## src/rtl/down_count_timer.sv

```systemverilog
// Loadable down-counting timer with a one-cycle done strobe at terminal count.
// Optional periodic mode: define TIMER_AUTO_RELOAD_EN to restart from the load value after DONE.
module down_count_timer #(
  parameter int unsigned WIDTH = 4
) (
  input  logic             clock,
  input  logic             reset,
  input  logic             load,
  input  logic [WIDTH-1:0] load_value,
  input  logic             start,
  input  logic             stop,
  input  logic             enable,
  output logic [WIDTH-1:0] count,
  output logic             busy,
  output logic             done
);

  typedef enum logic [1:0] {
    IDLE = 2'd0,
    RUN  = 2'd1,
    DONE = 2'd2
  } state_t;

  state_t state;

`ifdef TIMER_AUTO_RELOAD_EN
  logic [WIDTH-1:0] reload_reg;
`endif

  // State, count and flags advance together; priority is load > stop > start.
  always_ff @(posedge clock or posedge reset) begin
    if (reset) begin
      state <= IDLE;
      count <= '0;
      busy  <= 1'b0;
      done  <= 1'b0;
`ifdef TIMER_AUTO_RELOAD_EN
      reload_reg <= '0;
`endif
    end else if (load) begin
      state <= IDLE;
      count <= load_value;
      busy  <= 1'b0;
      done  <= 1'b0;
`ifdef TIMER_AUTO_RELOAD_EN
      reload_reg <= load_value;
`endif
    end else begin
      case (state)
        IDLE: begin
          // A zero count must never enter RUN, so start is dropped there.
          if (!stop && start && (count != '0)) begin
            state <= RUN;
            busy  <= 1'b1;
          end
        end
        RUN: begin
          if (stop) begin
            state <= IDLE;
            busy  <= 1'b0;
          end else if (enable) begin
            count <= count - WIDTH'(1);
            if (count == WIDTH'(1)) begin
              state <= DONE;
              done  <= 1'b1;
            end
          end
        end
        DONE: begin
          done <= 1'b0;
`ifdef TIMER_AUTO_RELOAD_EN
          if (stop) begin
            state <= IDLE;
            busy  <= 1'b0;
          end else begin
            state <= RUN;
            count <= reload_reg;
            busy  <= 1'b1;
          end
`else
          state <= IDLE;
          busy  <= 1'b0;
`endif
        end
        default: begin
          state <= IDLE;
          busy  <= 1'b0;
          done  <= 1'b0;
        end
      endcase
    end
  end

endmodule
```

## config.mk

```make
export PLATFORM = sky130hd
export DESIGN_NAME = down_count_timer
export DESIGN_NICKNAME = d
export VERILOG_FILES = /design/src/rtl/down_count_timer.sv
export SDC_FILE = /design/constraint.sdc
export NUM_CORES = 1
export LEC_CHECK = 0
export BUFFER_PORTS_ARGS = -buffer_cell sky130_fd_sc_hd__buf_2
export CORE_AREA = 5 5 42 44
export CTS_CLUSTER_DIAMETER = 200
export DETAILED_ROUTE_END_ITERATION = 10
export DIE_AREA = 0 0 47 49
export GPL_ROUTABILITY_DRIVEN = 0
export PLACE_DENSITY = 0.58
export SYNTH_ARGS = -nofsm -noshare
export SYNTH_HDL_FRONTEND = slang
export SYNTH_SLANG_ARGS = --single-unit
```

## constraint.sdc

```tcl
create_clock -name clock -period 2.7 [get_ports clock]
set_clock_uncertainty 0.05 [all_clocks]
set_input_delay 0.54 -clock clock [delete_from_list [all_inputs] [get_ports clock]]
set_output_delay 0.54 -clock clock [all_outputs]
set_load 0.01 [all_outputs]
```

# == Word-level counts from Yosys, hierarchy flattened ==
# Cells that the tools add are included.
# Widths: inputs -> output; s select.
# totals
ff_bits,8
n_memories,0
in_bits,10
latch_bits,0
output_inout_bits,6
rom_bits,0
ram_bits,0
# op_classes
reduce_logical,11
add_sub_neg,1
n_div,0
n_bitwise,0
eq_ne,11
n_mux,19
magnitude_cmp,0
n_mul,0
n_shift,0
# ops
operator,n
$mux 4,4
$ne 3x3->1 const B,5
$mux 2,5
$ne 4x4->1 const B,2
$mux 1,7
$reduce_and 3->1,2
$eq 4x1->1 const B,1
$ne 2x2->1 const B,2
$pmux 1 s2,2
$pmux 2 s2,1
$reduce_and 4->1,1
$reduce_bool 2->1,2
$reduce_bool 4->1,1
$sub 4x1->4 const B,1
$eq 2x1->1 const B,1
$logic_and 1x1->1,2
$logic_not 2->1,1
$reduce_and 2->1,1
$logic_not 1->1,1

# == Longest topological paths before layout ==
# Gate-level depths: netlist (run 1).
# logic_depth
depth_word,6
ltp_mapped,5
ltp_nobuf,5

# == Worst setup path before layout (run 1) ==
# Ideal clock, no wire load.
# synth_timing
kind,input to register
startpoint,in stop
endpoint,reg count[1]
cell_stages,4
arrival_ns,1.231
required_ns,2.525
setup_time_ns,0.125
path_slack_ns,1.294
n_path_buf,1
path_cell_list,and4bb_2 > buf_6 > mux2i_1 > mux2_2
# synth_via
elab_chain_cells,2
# synth_rtl
item,line,source
"start, declared",11,"input logic stop,"
$ne 2x2->1 (no source line),-,
$reduce_and 3->1 (no source line),-,
"end signal, assigned",42,count <= load_value;
"end signal, assigned",62,count <= count - WIDTH'(1);
"end, declared",13,"output logic [WIDTH-1:0] count,"
# No other way between the ends.
# A chain may end at the register's enable or synchronous reset.

# == Final worst setup path (run 1) ==
# layout_timing
startpoint,reg count[2]
endpoint,out count[2]
# No word-level cell between the ends.

==> results of run 1 <==
Yosys cell counts (2+ instances only):
cell type / instances
nor3_1: 2
nor2_1: 4
a211o_2: 2
o21a_1: 2
nand3_1: 4
ha_1: 2
inv_1: 7
a21boi_0: 2
dfrtp_1: 8
nand2_1: 4
power by group through the flow:
stage          Combinational (mW)  Sequential, mW  Clock (mW)
6_report                   0.0543           0.137      0.0921
5_1_grt                    0.0614           0.139       0.109
4_1_cts                    0.0557           0.137      0.0972
3_5_place_dp               0.0553           0.139           0
3_3_place_gp               0.0545           0.139           0
2_1_floorplan              0.0318           0.141           0
sequential cells by signal (all words and copies together), names as in the netlist:
name and count:
busy 1, count 4, done 1, state 2
logic make-up after synthesis:
logic type | count (synthesis)
AO/OA/AOI/OAI | 9
XOR/XNOR | 1
adder cells (fa/ha/maj) | 2
buffers and inverters | 9
flip-flops | 8
multiplexers | 2
AND/OR/NAND/NOR | 17
stage by stage:
stage,worst slack [ns],utilization,cells,instance area [um^2]
floorplan,1.29,-,48,463
global placement,1.14,0.388,77,543
detailed placement,1.13,0.388,77,543
CTS,1.24,0.404,80,566
global route,1.19,0.404,80,566
finish,1.26,0.404,80,566
area by class of cell:
type | instances | area share
timing repair buffer | 15 | 0.133
sequential | 8 | 0.354
inverter | 7 | 0.0465
tap | 16 | 0.0354
clock buffer | 3 | 0.0398
multi-input combinational | 31 | 0.392
metal layers:
| metal | vias up | track usage |
|---|---|---|
| li1 | 198 | - |
| met1 | 182 | 0.127 |
| met2 | 8 | 0.156 |
| met3 | 4 | 0.0443 |
| met4 | 0 | 0.0968 |
| met5 | - | 0 |
final timing paths:
kind,slack (ns),end
worst max-delay path,1.26,count[2]
worst min-delay path,0.17,done
worst max register to register,1.35,busy
worst min register to register,0.41,state[1]
max in group asynchronous,2.19,count[2]
min in group clock,0.41,state[1]
==> reports/qor.yml, run 1 <==
finish:
  n_fill_cell: 159
  num_antenna_cells: 0
  nets: 78
  final_common_cell: "buf_2"
  seq_area_um2: 200
  multiInputGateArea_um2: 221
  most-common-layout-cells: "buf_2, dfrtp_1, inv_1"
  drive_gt1_frac: 0.375
  areaGrowthSynthToFinish_pct: 22.2
drt:
  drt_first_pass_iters: 2
  wl_um: 966
  vias: 392
  met3_length_um: 39
  route.detailed.drc: 0
  drt_iter0_markers: 4
  ant_nets: 0
  met1_length_um: 412
  via_per_inst: 4.90
  wl_per_cell_um: 12.1
  dr_wl_met2_um: 479
  top_layer_used: "met4"
logic_synthesis:
  synthAdderAreaFrac: 0.0541
  ys_ff_latch: 8
  synth_top_cell_by_area: "dfrtp_1"
  synthDistinctLibCells: 21
  syn-num-nets: 60
  synth-compound-area-share: 0.170
  synth_simple_gate_area_frac: 0.189
  syn_area_per_cell_um2: 9.64
  synth_top_family_by_area: "simple AND/OR/NAND/NOR gates"
  ys_dominant_reg_cell: "dfrtp_1"
  ys_async_sr_fraction: 1.00
  muxShareOfSynthArea: 0.0459
  synth.area.top_cells: "dfrtp_1, inv_1, ha_1"
  ys_seq_area_frac: 0.432
  yosys_warnings: 0
  synth-edff-count: 0
  synth.cell_area_um2: 463
  synth_top_area_share: 0.432
  netlist_instances: 48
  synthXorXnorAreaFrac: 0.0189
power_and_ir_drop:
  vdd_ir_drop_max_v: 0.000228
  power_frac_comb: 0.192
  p_clk_frac: 0.325
  cellLeakagePower_nw: 0.288
  seq_power_share: 0.484
  p_per_area_nw_per_um2: 501
  sw_frac_of_total: 0.277
  total_power_mw: 0.284
  p_sw_mw: 0.0786
  intPower_mw: 0.205
die:
  fp.coreArea_um2: 1400
  initial_core_util: 0.330
  fp.dieH_um: 49
  pin_count: 16
  placementRows: 14
  dieWidth_um: 47
  dieArea_um2: 2300
global_route:
  grt_pass1_vias: 411
  grt_max_degree: 12
  grt.total_usage: 0.112
  antenna_found_initial: 0
  grt_pass1_wl_mm: 1.79
  grt_overflow: 0
run_status:
  status: "finished clean"
sta:
  fin_setup_tns_ns: 0
  period_minus_slack_ns: 1.44
  rsz0062_at_grt: "no"
  tightest_slew_ns: 0.327
  drv_slew: 0
  finalCritPeriodShare: 0.535
  max-slew-margin-rel: 0.781
  finalSetupViolCount: 0
  holdWs_ns: 0.173
  hold_violations: 0
  fmax_mhz: 693
clock_tree:
  clk_pin_slew_ns: 0.05
  cts.sinks: 8
  cts_buffers: 3
  clockRootBuffer: "clkbuf_4"
  worst_skew_pair.late_latency_ns: 0.25
  hold_buffers: 0
  cts_max_level: 1
  cts_tree: "yes"
  postCtsSetupRepairBufs: 0
  ctsLongestPathBuffers: 2
  ctsResizeCount: 0
critical_path:
  arrival_ns: 0.85
  cp_slowest_cell: "dfrtp_1"
  path_class: "flop to output pin"
  path_depth: 1
  worstPathCellList: "buf_2"
  critPathLaunch: "count[2]"
  rr_worst_depth: 4
  cp.buffers_inverters: 1
  cp_max_fo: 6
  r2r-start: "count[0]"
  critPathTopFamily: "flip-flops"
  critPathRequiredTime_ns: 2.11
  crit_path_end_kind: "output pin"
  slowest_delay_ns: 0.43
  critPathLaunchType: "flop"
hold_path:
  hp-class: "input pin to async pin"
place:
  place_hpwl_um: 771
  io_buffers: 15
run:
  maxCapViolCount: 0
No activity file was read; power rests on OpenSTA's default activity.
==> inputs of run 2 (changes only) <==
--- a/config.mk
+++ b/config.mk
@@ -5,13 +5,14 @@
 export SDC_FILE = /design/constraint.sdc
 export NUM_CORES = 1
 export LEC_CHECK = 0
+export ABC_AREA = 1
 export BUFFER_PORTS_ARGS = -buffer_cell sky130_fd_sc_hd__buf_2
 export CORE_AREA = 5 5 42 44
 export CTS_CLUSTER_DIAMETER = 200
 export DETAILED_ROUTE_END_ITERATION = 10
 export DIE_AREA = 0 0 47 49
 export GPL_ROUTABILITY_DRIVEN = 0
-export PLACE_DENSITY = 0.58
+export PLACE_DENSITY = 0.6
 export SYNTH_ARGS = -nofsm -noshare
 export SYNTH_HDL_FRONTEND = slang
 export SYNTH_SLANG_ARGS = --single-unit
==> constraint.sdc (replaced) <==
create_clock -name clock -period 1.5 [get_ports clock]
set_clock_uncertainty 0.05 [all_clocks]
set_input_delay 0.3 -clock clock [delete_from_list [all_inputs] [get_ports clock]]
set_output_delay 0.3 -clock clock [all_outputs]
set_load 0.01 [all_outputs]
==> reports/qor.yml, run 2 <==
run_status:
  status: "finished clean"  # unchanged
logic_synthesis:
  synth.most_common_cell: "nand2_1"  # was dfrtp_1
  ys_async_sr_fraction: 1.00  # unchanged
  ys_seq_area_frac: 0.411  # was 0.432
  syn_area_per_cell_um2: 7.26  # was 9.64 um^2
  ys_dominant_reg_cell: "dfrtp_1"  # unchanged
  synthDistinctLibCells: 14  # was 21
  yosys_warnings: 0  # unchanged
  syn-num-nets: 79  # was 60
  synth.area.top_cells: "dfrtp_1, nand2_1, inv_1"  # was dfrtp_1, inv_1, ha_1
  synth-edff-count: 0  # unchanged
  netlist_instances: 67  # was 48
  synth_commonest_cells: "nand2_1, inv_1, dfrtp_1"  # was dfrtp_1, inv_1, nand2_1, nand3_1, nor2_1
  ys_ff_latch: 8  # unchanged
  synth.cell_area_um2: 487  # was 463 um^2
  synth_top_area_share: 0.411  # was 0.432
  synth_top_cell_by_area: "dfrtp_1"  # unchanged
finish:
  top_register: "count"  # unchanged
  reg.largest.list: "count: 4 flops, state: 2 flops"  # unchanged
  largest_register_ffs: 4  # unchanged
  most-common-layout-cells: "nand2_1, buf_2, inv_1, dfrtp_1"  # was buf_2, dfrtp_1, inv_1
  num_antenna_cells: 0  # unchanged
  areaGrowthSynthToFinish_pct: 26.2  # was 22.2%
  n_fill_cell: 161  # was 159
  drive_gt1_frac: 0.256  # was 0.375
  nets: 100  # was 78
  final_common_cell: "nand2_1"  # was buf_2
  postLayoutCoreUtil: 0.438  # was 0.404
drt:
  via_per_inst: 4.66  # was 4.90
  dr_wl_met2_um: 453  # was 479 um
  top_layer_used: "met4"  # unchanged
  wl_mm: 1.06  # was 966 um
  met1_length_um: 507  # was 412 um
  vias: 475  # was 392
  ant_nets: 0  # unchanged
  met3_length_um: 62  # was 39 um
  wl_per_cell_um: 10.4  # was 12.1 um
  drt_iter0_markers: 1  # was 4
  drt_first_pass_iters: 2  # unchanged
  route.detailed.drc: 0  # unchanged
clock_tree:
  cts_max_level: 1  # unchanged
  postCtsSetupRepairBufs: 0  # unchanged
  clk_pin_slew_ns: 0.06  # was 0.05 ns
  worst_skew_pair.late_latency_ns: 0.26  # was 0.25 ns
  cts.sinks: 8  # unchanged
  ctsLongestPathBuffers: 2  # unchanged
  ctsResizeCount: 0  # unchanged
  cts_buffers: 3  # unchanged
  clockRootBuffer: "clkbuf_4"  # unchanged
  cts_tree: "yes"  # unchanged
critical_path:
  worstPathCellList: "buf_2"  # unchanged
  critPathTopFamily: "flip-flops"  # unchanged
  cp.buffers_inverters: 1  # unchanged
  cp_max_fo: 5  # was 6
  path_class: "flop to output pin"  # unchanged
  cp_slowest_cell: "dfrtp_1"  # unchanged
  arrival_ns: 0.85  # about the same
  crit_path_end_kind: "output pin"  # unchanged
  slowest_delay_ns: 0.43  # about the same
  critPathLaunchType: "flop"  # unchanged
  critPathRequiredTime_ns: 1.15  # was 2.11 ns
hold_path:
  hp-class: "input pin to flop"  # was input pin to async pin
die:
  fp.coreArea_um2: 1400  # unchanged
  dieArea_um2: 2300  # unchanged
  pin_count: 16  # unchanged
  fp.dieH_um: 49  # unchanged
  dieWidth_um: 47  # unchanged
  initial_core_util: 0.347  # was 0.330
  placementRows: 14  # unchanged
sta:
  finalSetupViolCount: 0  # unchanged
  finalCritPeriodShare: 0.802
  max-slew-margin-rel: 0.778  # was 0.781
  hold_violations: 0  # unchanged
  rsz0062_at_grt: "no"  # unchanged
  drv_slew: 0  # unchanged
  fin_setup_tns_ns: 0  # unchanged
  period_minus_slack_ns: 1.20
  fmax_mhz: 831
  tightest_slew_ns: 0.332  # was 0.327 ns
  finalWorstSetupSlack_ns: 0.297  # was 1.26 ns
run:
  maxCapViolCount: 0  # unchanged
global_route:
  grt_pass1_vias: 453  # was 411
  grt_pass1_wl_mm: 1.95  # was 1.79 mm
  grt_overflow: 0  # unchanged
  antenna_found_initial: 0  # unchanged
  grt_max_degree: 9  # was 12
  grt.total_usage: 0.116  # was 0.112
place:
  dp_slack_ns: 0.294  # was 1.13 ns
  place_hpwl_um: 830  # was 771 um
  io_buffers: 15  # unchanged
power_and_ir_drop:
  vdd_ir_drop_max_v: 0.000402  # was 0.000228 V
  total_power_mw: 0.588  # was 0.284 mW
  p_per_area_nw_per_um2: 957  # was 501 nW/um^2
  cellLeakagePower_nw: 0.371  # was 0.288 nW
## run 2: changes by cell type after synthesis, sizes merged, moves of 2 or more
cell | previous run | this run
o21a | 2 | 0
o21ai | 1 | 6
a21boi | 2 | 0
nor2 | 4 | 7
nand2 | 4 | 23
inv | 7 | 11
nand3b | 0 | 2
a211o | 2 | 0
nand3 | 4 | 6
## run 2: final timing paths
check / from / end / slack, ns / depth (start not counted)
max reg2reg: count[0] / busy / 0.30 / 8
min reg2reg: busy / busy / 0.42 / 2
min: load_value[2] / count[2] / 0.28 / 5
max in group asynchronous: reset / state[1] / 0.66 / 3
max: count[2] / count[2] / 0.30 / 1
min in group asynchronous: reset / count[0] / 0.49 / 3
## run 2: per-stage QoR
stage	cell area, um^2	hold slack [ns]	std cells
after floorplan	487	0.0657	67
after global placement	582	0.218	98
after detailed placement	582	0.223	98
after CTS	614	0.287	102
after global routing	614	0.301	102
final	614	0.282	102
## run 2: layer usage
metal	GRT usage	up-vias
met5	0	-
li1	-	248
met4	0.0829	0
met2	0.158	13
met3	0.0221	5
met1	0.157	209
## run 2: area by class of cell
cell class                 count  area [um^2]  area share
timing repair buffer          16         85.1       0.138
clock buffer                   3         22.5      0.0367
sequential                     8          200       0.326
tap                           16         20.0      0.0326
multi-input combinational     48          245       0.399
inverter                      11         41.3      0.0672
## run 2: worst register-to-register path, stage by stage, from the launching register on
cell     delay [ns]
dfrtp_1        0.38
inv_1          0.09
ha_1           0.23
nand2_1        0.10
nand2_1        0.05
nand2_1        0.05
nand2_1        0.04
nand2_1        0.05
nand2_1        0.04
## run 2: cells by family (layout without fill, tap and decap cells)
logic type | Yosys count | in the layout | share of synthesized area
DFF | 8 | 8 | 0.411
buffers and inverters | 11 | 30 | 0.0848
and+or+nand+nor | 39 | 39 | 0.380
AOI/OAI and AO/OA | 7 | 7 | 0.0720
adders and majority gates | 2 | 2 | 0.0514
## run 2: what timing repair did
| action | CTS | global route |
|---|---|---|
| hold buffers | 1 | 0 |
| setup endpoints to repair | 0 | 0 |
| hold endpoints to repair | 8 | 0 |
## run 2: power breakdown
group          switching, mW  internal, mW  total (mW)
registers             0.0218         0.239       0.260
clock network         0.0785        0.0919       0.170
logic                 0.0931        0.0643       0.157
